==> config.mk <==
export PLATFORM = sky130hd
export DESIGN_NAME = insn_encoder
export DESIGN_NICKNAME = d
export VERILOG_FILES = /design/src/rtl/insn_encoder_pkg.sv /design/src/rtl/insn_encoder_pack.sv /design/src/rtl/insn_encoder.sv
export SDC_FILE = /design/constraint.sdc
export NUM_CORES = 1
export LEC_CHECK = 0
export BUFFER_PORTS_ARGS = -buffer_cell sky130_fd_sc_hd__buf_2
export CELL_PAD_IN_SITES_DETAIL_PLACEMENT = 1
export CELL_PAD_IN_SITES_GLOBAL_PLACEMENT = 1
export CORE_AREA = 3 3 104 86
export DETAILED_ROUTE_END_ITERATION = 12
export DIE_AREA = 0 0 107 89
export HOLD_SLACK_MARGIN = 0.03
export PLACE_DENSITY = 0.87
export SLEW_MARGIN = 15
export SYNTH_ARGS = -nofsm -noshare
export SYNTH_HDL_FRONTEND = slang
export SYNTH_SLANG_ARGS = --single-unit
==> constraint.sdc <==
create_clock -name i_clk -period 3 [get_ports i_clk]
set_input_delay 0.6 -clock i_clk [delete_from_list [all_inputs] [get_ports i_clk]]
set_output_delay 0.6 -clock i_clk [all_outputs]
set_load 0.02 [all_outputs]
==> src/rtl/insn_encoder_pkg.sv <==
// Shared ISA definitions for the instruction encoder and decoder: opcodes, memory modes,
// encoder error codes and instruction-word field positions.
package insn_encoder_pkg;

  typedef enum logic [5:0] {
    OpNop            = 6'd0,
    OpCompute        = 6'd1,
    OpJmp            = 6'd2,
    OpAddi           = 6'd3,
    OpSubi           = 6'd4,
    OpHlt            = 6'd5,
    OpBlt            = 6'd6,
    OpBeq            = 6'd7,
    OpBneq           = 6'd8,
    OpDebugDumpstate = 6'd9,
    OpLwSw           = 6'd10
  } asm_op_e;

  typedef enum logic [1:0] {
    ModeW = 2'd0,
    ModeH = 2'd1,
    ModeB = 2'd2
  } mem_mode_e;

  typedef enum logic [1:0] {
    ErrNone     = 2'd0,
    ErrBadOp    = 2'd1,
    ErrBadFunct = 2'd2,
    ErrOverflow = 2'd3
  } enc_err_e;

  localparam int unsigned OpcodeLsb = 0;
  localparam int unsigned OpcodeW   = 6;
  localparam int unsigned RegW      = 5;
  localparam int unsigned RdLsb     = 6;
  localparam int unsigned Rs1Lsb    = 11;
  localparam int unsigned Rs2Lsb    = 16;
  localparam int unsigned ImmLsb    = 16;
  localparam int unsigned ImmW      = 16;
  localparam int unsigned FunctLsb  = 21;
  localparam int unsigned FunctW    = 11;

endpackage

==> src/rtl/insn_encoder_pack.sv <==
// Combinational packer: turns one symbolic instruction into its 32-bit ISA word and flags
// opcode/function errors.
module insn_pack
  import insn_encoder_pkg::*;
(
  input  asm_op_e       i_op,
  input  logic [4:0]    i_rd,
  input  logic [4:0]    i_rs1,
  input  logic [4:0]    i_rs2,
  input  logic [15:0]   i_imm,
  input  logic [10:0]   i_funct,
  input  mem_mode_e     i_ls_mode,
  input  logic          i_is_store,
  output logic [31:0]   o_word,
  output enc_err_e      o_err
);

  always_comb begin
    o_word = '0;
    o_err  = ErrNone;
    o_word[OpcodeLsb +: OpcodeW] = i_op;
    case (i_op)
      OpCompute: begin
        o_word[RdLsb +: RegW]     = i_rd;
        o_word[Rs1Lsb +: RegW]    = i_rs1;
        o_word[Rs2Lsb +: RegW]    = i_rs2;
        o_word[FunctLsb +: FunctW] = i_funct;
        if (i_funct > 11'd1) o_err = ErrBadFunct;
      end
      OpAddi, OpSubi: begin
        o_word[RdLsb +: RegW]   = i_rd;
        o_word[Rs1Lsb +: RegW]  = i_rs1;
        o_word[ImmLsb +: ImmW]  = i_imm;
      end
      // Targets are split across the rd and funct slots so rs1/rs2 stay free for compares.
      OpJmp: begin
        o_word[FunctLsb +: FunctW] = i_imm[15:RegW];
        o_word[RdLsb +: RegW]      = i_imm[RegW-1:0];
      end
      OpBlt, OpBeq, OpBneq: begin
        o_word[FunctLsb +: FunctW] = i_imm[15:RegW];
        o_word[RdLsb +: RegW]      = i_imm[RegW-1:0];
        o_word[Rs1Lsb +: RegW]     = i_rs1;
        o_word[Rs2Lsb +: RegW]     = i_rs2;
      end
      OpLwSw: begin
        o_word[RdLsb +: RegW]  = i_rd;
        o_word[Rs1Lsb +: RegW] = i_rs1;
        o_word[ImmLsb +: ImmW] = {i_is_store, 13'b0, i_ls_mode};
      end
      OpNop, OpHlt, OpDebugDumpstate: ;
      default: begin
        o_word = '0;
        o_err  = ErrBadOp;
      end
    endcase
  end

endmodule

==> src/rtl/insn_encoder.sv <==
// Streaming instruction encoder: accepts symbolic instructions, packs them and writes them to
// consecutive instruction-memory addresses until HLT or the first illegal input.
module insn_encoder
  import insn_encoder_pkg::*;
#(
  parameter int unsigned BASE_ADDR = 0,
  parameter int unsigned ADDR_W    = 12
) (
  input  logic              i_clk,
  input  logic              i_rst_n,
  input  logic              i_restart,
  input  logic              i_in_valid,
  output logic              o_in_ready,
  input  asm_op_e           i_in_op,
  input  logic [4:0]        i_in_rd,
  input  logic [4:0]        i_in_rs1,
  input  logic [4:0]        i_in_rs2,
  input  logic [15:0]       i_in_imm,
  input  logic [10:0]       i_in_funct,
  input  mem_mode_e         i_in_ls_mode,
  input  logic              i_in_is_store,
  output logic              o_wr_valid,
  input  logic              i_wr_ready,
  output logic [ADDR_W-1:0] o_wr_addr,
  output logic [31:0]       o_wr_data,
  output logic [ADDR_W-2:0] o_count,
  output logic              o_done,
  output logic              o_err,
  output enc_err_e          o_err_code
);

  typedef enum logic [1:0] {StRun, StHalting, StDone, StErr} state_e;

  // One extra address bit so the overflow compare sees past the top of the space.
  localparam logic [ADDR_W:0] BaseAddr = (ADDR_W+1)'(BASE_ADDR);
  localparam int unsigned     AddrMax  = (1 << ADDR_W) - 4;

  state_e            r_state, w_state_next;
  logic [ADDR_W:0]   r_addr;
  logic [ADDR_W-2:0] r_count;
  logic              r_wr_valid;
  logic [31:0]       r_wr_data;
  enc_err_e          r_err_code;

  logic [31:0]       w_word;
  enc_err_e          w_pack_err, w_err;
  logic              w_accept, w_wr_done;
  logic [ADDR_W:0]   w_target;

  insn_pack u_pack (
    .i_op       (i_in_op),
    .i_rd       (i_in_rd),
    .i_rs1      (i_in_rs1),
    .i_rs2      (i_in_rs2),
    .i_imm      (i_in_imm),
    .i_funct    (i_in_funct),
    .i_ls_mode  (i_in_ls_mode),
    .i_is_store (i_in_is_store),
    .o_word     (w_word),
    .o_err      (w_pack_err)
  );

  assign w_wr_done = r_wr_valid && i_wr_ready;
  // Address this instruction will land on once the pending write (if any) retires.
  assign w_target  = r_wr_valid ? r_addr + (ADDR_W+1)'(4) : r_addr;
  assign w_err     = (w_pack_err != ErrNone)   ? w_pack_err  :
                     (32'(w_target) > AddrMax) ? ErrOverflow : ErrNone;

  always_comb begin
    w_state_next = r_state;
    o_in_ready   = 1'b0;
    if (r_state == StRun) begin
      o_in_ready = i_rst_n && !i_restart && (!r_wr_valid || i_wr_ready);
    end
    w_accept = i_in_valid && o_in_ready;
    case (r_state)
      StRun: begin
        if (w_accept) begin
          if (w_err != ErrNone)    w_state_next = StErr;
          else if (i_in_op == OpHlt) w_state_next = StHalting;
        end
      end
      StHalting: if (w_wr_done) w_state_next = StDone;
      default: ;
    endcase
  end

  always_ff @(posedge i_clk) begin
    if (!i_rst_n || i_restart) begin
      r_state    <= StRun;
      r_addr     <= BaseAddr;
      r_count    <= '0;
      r_wr_valid <= 1'b0;
      r_wr_data  <= '0;
      r_err_code <= ErrNone;
    end else begin
      r_state <= w_state_next;
      if (w_wr_done) begin
        r_addr  <= r_addr + (ADDR_W+1)'(4);
        r_count <= r_count + (ADDR_W-1)'(1);
      end
      if (w_accept && w_err == ErrNone) begin
        r_wr_valid <= 1'b1;
        r_wr_data  <= w_word;
      end else if (w_wr_done) begin
        r_wr_valid <= 1'b0;
      end
      if (w_accept && w_err != ErrNone) r_err_code <= w_err;
    end
  end

  assign o_wr_valid = r_wr_valid;
  assign o_wr_addr  = r_addr[ADDR_W-1:0];
  assign o_wr_data  = r_wr_data;
  assign o_count    = r_count;
  assign o_done     = (r_state == StDone);
  assign o_err      = (r_state == StErr);
  assign o_err_code = r_err_code;

endmodule

==> flow_summary.yaml <==
detailed_routing:
  wl_per_cell_microns: 16.8
  drtIter0Drc: 98
  drt_first_pass_iters: 4
  wl_microns: 9440
  drc: 0
  num_vias: 3004
  vias_per_cell: 5.35
  detail-route-antenna-nets: 0
synthesis:
  yosys_warnings: 0
  synth_fa_ha_area_share_pct: 0.826
  synth_cells: 351
  netlist.area_leader.share_pct: 39.0
  synth_mux_area_share_pct: 2.02
  synth-seq-cells: 59
  yosysSeqAreaShare_pct: 39.0
  syn_area_per_cell_sq_um: 8.63
  synth-compound-area-share_pct: 22.9
  yosys-top-cells-area: "dfxtp_1 (39%), nand2_1 (4.7%), o211ai_1 (3.7%)"
  synth_area_sq_mm: 0.00303
  synth-xor-area-share_pct: 5.20
  synth_top_area_cell: "dfxtp_1"
  yosys.area_share.simple_pct: 21.1
  synth.distinct_cells: 51
  synth_top_family_by_area: "compound AO/OA/AOI/OAI gates"
final_layout:
  final_cell_mix: "buf_2 (114), dfxtp_1 (59), nand2_1 (38)"
  layout-drive-gt1-share_pct: 34.2
  nNetsFinal: 507
  fillers: 970
  layout_commonest_cell: "buf_2"
  fin_util_pct: 47.9
  multi_input_area_sq_mm: 0.00159
  seq_area_sq_mm: 0.00118
  fin_area_sq_mm: 0.00381
  fin_cells: 561
  n_antenna_cell: 0
  syn_to_final_growth_pct: 25.7
pwr:
  p_leak_nw: 1.59
  p_per_area_mw_per_mm2: 458
  finalPower_mw: 1.74
  p_clk_share_pct: 46.2
  p_comb_share_pct: 8.5
  switching_share_pct: 24.0
  p_int_mw: 1.33
  vdd_ir_drop_max_v: 0.000217
  pwr-share-seq_pct: 45.3
  switchingPower_mw: 0.418
die:
  fp.dieArea_sq_mm: 0.00952
  dieWidth_microns: 107
  start_util_pct: 38.1
  core_area_sq_mm: 0.00795
  die_height_microns: 89
  rows: 29
  pin_count: 117
cts:
  h-tree-depth: 3
  clock_latency_ns: 0.33
  cts_hold_buf: 0
  cts_resized: 0
  cts_root_buffer: "clkbuf_8"
  cts_buffers: 9
  cts_max_path_buffers: 2
  cts_setup_buffers: 0
  cts.sinks: 59
  clk_pin_slew_ns: 0.07
  cts_tree: "yes"
timing:
  setup_tns_ns: 0
  slew_headroom_pct: 44.3
  worst_slew_pin_slew_ns: 0.836
  grt_setup_unrepaired: "no"
  fmax_ghz: 0.418
  skew_ns: 0.0107
  finalHoldViolations: 0
  fin_crit_ns: 2.39
  drv_slew: 0
  period_share_pct: 79.7
  setup_viol: 0
worst_setup_path:
  required_ns: 3.26
  r2r_start: "r_addr[2]"
  end_kind: "flip-flop"
  worst-path-max-fanout: 16
  cp-start-kind: "flip-flop"
  crit_type: "flip-flop to flip-flop"
  crit_path_start: "r_addr[2]"
  crit_arrival_ns: 2.65
place:
  place.gp.congestion: 0.739
  portBuffers: 114
  dp_cells: 546
  hpwl_microns: 7020
  placed_area_sq_mm: 0.00359
global_route:
  first_global_vias: 2980
  grt_usage_pct: 20.1
  grt_start_max_net_pins: 42
  grt_pass1_wl_microns: 15100
  antenna_found_initial: 0
  overflow: 0
run:
  maxCapViolCount: 0
min_path:
  min_from: "o_wr_data[14]"
  min_path_type: "flip-flop to flip-flop"
outcome:
  status: "finished, final reports clean"
==> synthesized netlist by cell type, drive strengths merged <==
library cell and instances:
a211o 1, a211oi 10, a21oi 17, a22oi 3, a31oi 7, a32o 7, a32oi 1, and2 2
and3 6, and3b 2, and4 2, buf 25, clkbuf 12, conb 1, dfxtp 59, ha 2
inv 13, mux2 1, mux2i 5, nand2 39, nand2b 2, nand3 6, nand3b 1, nand4 8
nor2 26, nor2b 5, nor3 5, nor3b 4, nor4 2, nor4b 3, o211ai 15, o21ai 14
o221a 1, o2bb2ai 1, o311a 1, o31ai 11, o32ai 5, or2 2, or3 5, or3b 1
xnor2 8, xor2 10
==> power by group through the flow <==
stage	clock [mW]	combinational, mW	sequential (mW)
6_report	0.806	0.148	0.789
5_1_grt	0.857	0.163	0.789
4_1_cts	0.820	0.148	0.789
3_5_place_dp	0	0.145	0.807
3_3_place_gp	0	0.142	0.807
2_1_floorplan	0	0.0817	0.808
==> stage by stage <==
step	worst slack, ns	hold slack, ns
after floorplan	0.977	0.467
after global placement	0.422	0.444
after detailed placement	0.328	0.457
after CTS	0.601	0.470
after global routing	0.399	0.496
final	0.610	0.466
==> flip-flops by register name, summed over array words and instances, names as in the netlist <==
name,count
o_wr_valid,1
r_state,2
r_addr,11
o_err_code,2
o_count,11
o_wr_data,32
==> critical path, stage by stage (launching register included) <==
cell     delay (ns)
dfxtp_1        0.40
ha_1           0.24
nand3_1        0.11
nor3_2         0.21
xnor2_1        0.15
buf_4          0.20
and3_1         0.73
mux2i_1        0.26
==> kinds of logic after synthesis <==
logic type | count (synthesis)
AND/OR/NAND/NOR | 121
AO/OA/AOI/OAI | 94
flip-flops | 59
buffers and inverters | 50
XOR/XNOR | 18
multiplexers | 6
adder cells (fa/ha/maj) | 2
other | 1
==> area by class of cell <==
type | count | share of cell area (%)
clock buffers | 10 | 3.61
multi-input cells | 243 | 41.8
flip-flops and latches | 59 | 31.0
clock inverters | 5 | 2.04
well taps | 108 | 3.55
inverters | 13 | 1.28
repair buffers | 123 | 16.8
==> routing by layer <==
metal,vias up,track usage [%],share of wire [%]
met1,1453,26.5,47
met4,0,6.85,1.3
li1,1450,-,-
met2,93,33.7,46
met3,8,3.54,5.5
met5,-,0,0
==> path summary, 6_finish.rpt <==
| kind | endpoint | slack (ns) | cells past startpoint |
|---|---|---|---|
| worst max register to register | o_wr_data[11] | 0.61 | 7 |
| worst max-delay path | o_wr_data[11] | 0.61 | 7 |
| worst min register to register | o_wr_data[14] | 0.47 | 2 |
| worst min-delay path | o_wr_data[14] | 0.47 | 2 |
Power figures use the tool's default switching activity.
